--- config.mk ---
export PLATFORM = sky130hd
export DESIGN_NAME = mult_tree_tail
export DESIGN_NICKNAME = d
export VERILOG_FILES = /design/src/rtl/mult_pkg.sv /design/src/rtl/csa3_2_w64.sv /design/src/rtl/mult_tree_tail.sv
export SDC_FILE = /design/constraint.sdc
export NUM_CORES = 1
export LEC_CHECK = 0
export ABC_AREA = 1
export BUFFER_PORTS_ARGS = -buffer_cell sky130_fd_sc_hd__clkbuf_2
export CORE_MARGIN = 8
export CORE_UTILIZATION = 40
export DETAILED_ROUTE_END_ITERATION = 8
export SKIP_CTS_REPAIR_TIMING = 1
export SYNTH_ARGS = -nofsm -noshare
export SYNTH_HDL_FRONTEND = slang
export SYNTH_SLANG_ARGS = --single-unit
--- constraint.sdc ---
create_clock -name clk -period 3.99 [get_ports clk]
set_input_delay 0.798 -clock clk [delete_from_list [all_inputs] [get_ports clk]]
set_output_delay 0.798 -clock clk [all_outputs]
set_load 0.05 [all_outputs]
--- src/rtl/mult_pkg.sv ---
// ============================================================================
// Module  : mult_pkg
// Brief   : Shared widths, S1 payload type and word-select helper for the
//           multiplier tail stage.
// Rev     : 1.0  initial release
// ============================================================================
`default_nettype none

package mult_pkg;

  localparam int MULT_ROW_W = 64;
  localparam int MULT_RES_W = 32;
  localparam int MULT_TAG_W = 5;

  // Carry-save pair plus sideband, held between the 4:2 layer and the CPA.
  typedef struct packed {
    logic [MULT_ROW_W-1:0] s;
    logic [MULT_ROW_W-1:0] c;
    logic                  hi_sel;
    logic [MULT_TAG_W-1:0] tag;
  } s1_payload_t;

  function automatic logic [MULT_RES_W-1:0] mult_sel_word(
    input logic [MULT_ROW_W-1:0] prod,
    input logic                  hi_sel
  );
    return hi_sel ? prod[MULT_ROW_W-1 -: MULT_RES_W] : prod[MULT_RES_W-1:0];
  endfunction

endpackage

`default_nettype wire

--- src/rtl/csa3_2_w64.sv ---
// ============================================================================
// Module  : csa3_2_w64
// Brief   : 3:2 carry-save adder; carry row is pre-shifted by one bit and the
//           carry out of the top bit is dropped (modulo 2^W arithmetic).
// Rev     : 1.0  initial release
// ============================================================================
`default_nettype none

module csa3_2_w64 #(
  parameter int W = 64
) (
  input  logic [W-1:0] i_a,
  input  logic [W-1:0] i_b,
  input  logic [W-1:0] i_c,
  output logic [W-1:0] o_sum,
  output logic [W-1:0] o_carry
);

  logic [W-1:0] w_maj;

  assign w_maj   = (i_a & i_b) | (i_a & i_c) | (i_b & i_c);
  assign o_sum   = i_a ^ i_b ^ i_c;
  assign o_carry = w_maj << 1;

endmodule

`default_nettype wire

--- src/rtl/mult_tree_tail.sv ---
// ============================================================================
// Module  : mult_tree_tail
// Brief   : 4:2 carry-save layer + final CPA of the 32x32 multiplier, with
//           valid/ready flow control, flush and synchronous active-low reset.
//           Define MULT_TAIL_PIPE_EN for the two-stage (CSA | CPA) pipeline;
//           otherwise CSA and CPA share one cycle into the output register.
// Rev     : 1.0  initial release
// ============================================================================
`default_nettype none

module mult_tree_tail
  import mult_pkg::*;
#(
  parameter int TAG_W = MULT_TAG_W
) (
  input  logic                  clk,
  input  logic                  rst_n,
  input  logic                  in_valid_i,
  output logic                  in_ready_o,
  input  logic [MULT_ROW_W-1:0] row0_i,
  input  logic [MULT_ROW_W-1:0] row1_i,
  input  logic [MULT_ROW_W-1:0] row2_i,
  input  logic [MULT_ROW_W-1:0] row3_i,
  input  logic                  hi_sel_i,
  input  logic [TAG_W-1:0]      tag_i,
  input  logic                  flush_i,
  output logic                  out_valid_o,
  input  logic                  out_ready_i,
  output logic [MULT_RES_W-1:0] result_o,
  output logic [TAG_W-1:0]      tag_o
);

  logic [MULT_ROW_W-1:0] w_s1;
  logic [MULT_ROW_W-1:0] w_c1;
  logic [MULT_ROW_W-1:0] w_s2;
  logic [MULT_ROW_W-1:0] w_c2;

  logic [MULT_ROW_W-1:0] w_cpa_s;
  logic [MULT_ROW_W-1:0] w_cpa_c;
  logic                  w_cpa_hi;
  logic [TAG_W-1:0]      w_cpa_tag;
  logic                  w_cpa_valid;
  logic [MULT_ROW_W-1:0] w_prod;
  logic                  w_s2_adv;

  logic                  r_s2_valid;
  logic [MULT_RES_W-1:0] r_s2_result;
  logic [TAG_W-1:0]      r_s2_tag;

  csa3_2_w64 #(.W(MULT_ROW_W)) u_csa_a (
    .i_a     (row0_i),
    .i_b     (row1_i),
    .i_c     (row2_i),
    .o_sum   (w_s1),
    .o_carry (w_c1)
  );

  csa3_2_w64 #(.W(MULT_ROW_W)) u_csa_b (
    .i_a     (w_s1),
    .i_b     (w_c1),
    .i_c     (row3_i),
    .o_sum   (w_s2),
    .o_carry (w_c2)
  );

  assign w_s2_adv = !r_s2_valid || out_ready_i;

`ifdef MULT_TAIL_PIPE_EN
  s1_payload_t r_s1;
  logic        r_s1_valid;
  logic        w_s1_adv;

  assign w_s1_adv   = !r_s1_valid || w_s2_adv;
  assign in_ready_o = w_s1_adv;

  // Payload only loads on a real transfer so idle cycles do not toggle it.
  always_ff @(posedge clk) begin
    if (!rst_n) begin
      r_s1_valid <= 1'b0;
      r_s1       <= '0;
    end else if (flush_i) begin
      r_s1_valid <= 1'b0;
    end else if (w_s1_adv) begin
      r_s1_valid <= in_valid_i;
      if (in_valid_i) begin
        r_s1.s      <= w_s2;
        r_s1.c      <= w_c2;
        r_s1.hi_sel <= hi_sel_i;
        r_s1.tag    <= MULT_TAG_W'(tag_i);
      end
    end
  end

  assign w_cpa_s     = r_s1.s;
  assign w_cpa_c     = r_s1.c;
  assign w_cpa_hi    = r_s1.hi_sel;
  assign w_cpa_tag   = TAG_W'(r_s1.tag);
  assign w_cpa_valid = r_s1_valid;
`else
  assign in_ready_o  = w_s2_adv;
  assign w_cpa_s     = w_s2;
  assign w_cpa_c     = w_c2;
  assign w_cpa_hi    = hi_sel_i;
  assign w_cpa_tag   = tag_i;
  assign w_cpa_valid = in_valid_i;
`endif

  assign w_prod = w_cpa_s + w_cpa_c;

  always_ff @(posedge clk) begin
    if (!rst_n) begin
      r_s2_valid  <= 1'b0;
      r_s2_result <= '0;
      r_s2_tag    <= '0;
    end else if (flush_i) begin
      r_s2_valid <= 1'b0;
    end else if (w_s2_adv) begin
      r_s2_valid <= w_cpa_valid;
      if (w_cpa_valid) begin
        r_s2_result <= mult_sel_word(w_prod, w_cpa_hi);
        r_s2_tag    <= w_cpa_tag;
      end
    end
  end

  assign out_valid_o = r_s2_valid;
  assign result_o    = r_s2_result;
  assign tag_o       = r_s2_tag;

endmodule

`default_nettype wire

==> metrics <==
proportion of netlist area held by the largest area contributor 23.1%; per-instance average area after synthesis 5.86 sq um; number of port buffers 305; Crit Path Class in -> reg; starting utilization of the core area 40.6%; most common cell in the synthesized netlist sky130_fd_sc_hd__nand2_1; largest area contributor in the synthesized netlist sky130_fd_sc_hd__fa_1; Initial DRT Pass Iterations 6; total negative slack 0 ns; cells on worst reg2reg path 7; worst vdd rail ir drop 0.172 mV; count of distinct cell types in the synthesized netlist 32; critical path peak fanout 5; Seq/Total Area, Yosys 6.98%; source-to-sink clock delay at the later pin of the worst-skew pair 0.31 ns; post-synthesis sequential element count 38; Clock Tree Root sky130_fd_sc_hd__clkbuf_16; sum of net half-perimeters after detailed placement 34,700 microns; Die Footprint 32,800 sq um; # rows 60; Final #Nets 2,641; DIE WIDTH 181 microns; CP endpoint kind flop; transition time of the tightest slew-check pin 0.712 ns; maximum clock path buffer count 2; placer congestion estimate 0.940; top cells by instance count after synthesis 597 x sky130_fd_sc_hd__nand2_1, 565 x sky130_fd_sc_hd__inv_1, 126 x sky130_fd_sc_hd__fa_1; count of mapped cells out of synthesis 1,859; final setup vio count 0; DRT iter0 DRCs 635; post-detailed-route count of antenna-violating nets 0; number of vias in the routed layout 11,723; minimum clock period 3.66 ns; via count of the first global-routing pass 11,642; worst reg2reg path endpoint result_o[2]; Min-Delay Path Class reg -> reg; power density cells 428 nW/um^2; final hold viol count 0; MaxCap Viol Count 0; number of buffers inserted during clock tree synthesis 5; maximum number of pins on one net before global-route repair 51; portion of the clock cycle consumed by the worst path in the final layout 91.6%; global-route wire length before repair 60,700 microns; detailed-route wire length per cell 15.0 microns; arrival time at the worst endpoint 3.88 ns; post-DR vias/cell 4.64; Max Clock Skew 0.0124 ns; post-synthesis async set-or-reset flop share 0%; Core Area 26,900 sq um; leakage dissipation 8.50 nW; worst slew margin relative to its limit 52.5%; final routed DRC violation total 0; level count of the clock H-tree 2; number of top-level pins 306; count of pins over their slew limit 0; Chip Height 181 microns; setup repair after global routing missed its margin false; post-synth design cell area 10,900 sq um; clock-pin slew reported for the worst setup and hold paths after clock tree synthesis 0.06 ns; CTS tree built; Worst setup endpoint result_o[3]; final core utilization 49.3%; CP required 4.21 ns; number of clock sinks 38; number of cells traversed by the worst hold path 2; syn nets 2,315; number of synthesized flops with an enable pin 0; overall routed net length 37,900 microns; proportion of layout cells with a drive suffix above 1 19.1%; start of the worst register-to-register path out_valid_o; antenna violations before repair 1; f_max 273 MHz; reg-to-reg slack, setup 2.35 ns; ranking of synthesized cells by area sky130_fd_sc_hd__fa_1 23%, sky130_fd_sc_hd__nand2_1 21%, sky130_fd_sc_hd__inv_1 19%; Yosys warning count 0; ys flop type sky130_fd_sc_hd__dfxtp_1; status completed; type of origin of the critical path input port; area growth from synthesis to layout 21.5%; total routing usage reported by global routing 22.8%; total congestion overflow 0; first element of the critical path row0_i[1]
## where the power goes
part / internal [mW] / switching, mW / leakage, nW
clock network: 0.360 / 0.195 / 0.0940
registers: 0.416 / 0.0205 / 0.313
logic: 1.57 / 3.11 / 8.09
total: 2.35 / 3.32 / 8.50
## cell type report
cell class | count | area, sq um
antenna | 1 | 2.50
multi-input combinational | 1231 | 7930
fill | 2961 | 13600
clock inverter | 3 | 68.8
clock buffer | 5 | 125
timing repair buffer | 335 | 1780
inverter | 574 | 2150
sequential | 38 | 761
tap | 341 | 427
## through the flow
stage / instance area [sq um] / worst slack [ns] / cells / power (mW) / hold WS [ns]
floorplan: 10900 / 0.627 / 1859 / 3.56 / 0.690
global placement: 13000 / 0.0678 / 2519 / 5.09 / 0.456
detailed placement: 13000 / 0.0397 / 2519 / 5.12 / 0.461
CTS: 13200 / 0.371 / 2527 / 5.70 / 0.473
global route: 13200 / 0.150 / 2527 / 6.29 / 0.508
finish: 13200 / 0.334 / 2528 / 5.67 / 0.472
## metal layers
layer  vias to the layer above  GRT usage (%)  routed length [microns]
li1                       6049              -                        -
met2                       327           41.0                    18400
met3                        40           2.89                     2170
met1                      5307           28.2                    16400
met5                         -              0                        0
met4                         0           6.66                     1040
## layout by cell type, fill, tap and decap left out, types with 28 or more instances in the layout
| cell | n |
|---|---|
| sky130_fd_sc_hd__a21oi_1 | 83 |
| sky130_fd_sc_hd__buf_4 | 28 |
| sky130_fd_sc_hd__clkbuf_2 | 305 |
| sky130_fd_sc_hd__dfxtp_1 | 38 |
| sky130_fd_sc_hd__fa_1 | 126 |
| sky130_fd_sc_hd__ha_1 | 63 |
| sky130_fd_sc_hd__inv_1 | 565 |
| sky130_fd_sc_hd__nand2_1 | 597 |
| sky130_fd_sc_hd__nand3_1 | 78 |
| sky130_fd_sc_hd__nor2_1 | 110 |
| sky130_fd_sc_hd__o21ai_0 | 52 |
## worst max-delay path, cell delays in order
cell and delay (ns):
sky130_fd_sc_hd__clkbuf_2 0.09, sky130_fd_sc_hd__fa_1 0.49, sky130_fd_sc_hd__fa_1 0.50, sky130_fd_sc_hd__ha_1 0.21
sky130_fd_sc_hd__inv_1 0.08, sky130_fd_sc_hd__fa_1 0.43, sky130_fd_sc_hd__inv_1 0.10, sky130_fd_sc_hd__nand2_1 0.07
sky130_fd_sc_hd__nand3_2 0.14, sky130_fd_sc_hd__nand2_1 0.08, sky130_fd_sc_hd__nand2_2 0.11, sky130_fd_sc_hd__nand2_1 0.10
sky130_fd_sc_hd__nand2_1 0.16, sky130_fd_sc_hd__nand2_1 0.10, sky130_fd_sc_hd__nand3b_1 0.09, sky130_fd_sc_hd__nand3_1 0.14
sky130_fd_sc_hd__a21oi_1 0.19
## cell families after synthesis
| logic type | after synthesis | share of synthesized area, % |
|---|---|---|
| compound gates | 156 | 7.56 |
| xor+xnor | 5 | 0.402 |
| fa+ha+maj | 189 | 30.4 |
| buf+inv | 590 | 20.4 |
| flops | 38 | 6.98 |
| simple gates | 881 | 34.3 |
## how the worst min path moves through the flow
stage | from | to
4_1_cts | result_o[0] | result_o[0]
6_report | result_o[1] | result_o[1]
3_3_place_gp | result_o[1] | result_o[1]
5_1_grt | result_o[2] | result_o[2]
3_5_place_dp | result_o[0] | result_o[0]
2_1_floorplan | result_o[0] | result_o[0]
## flip-flops by register name, summed over array words and instances (netlist names)
register,flops
tag_o,5
out_valid_o,1
result_o,32
Power figures use the tool's default switching activity.
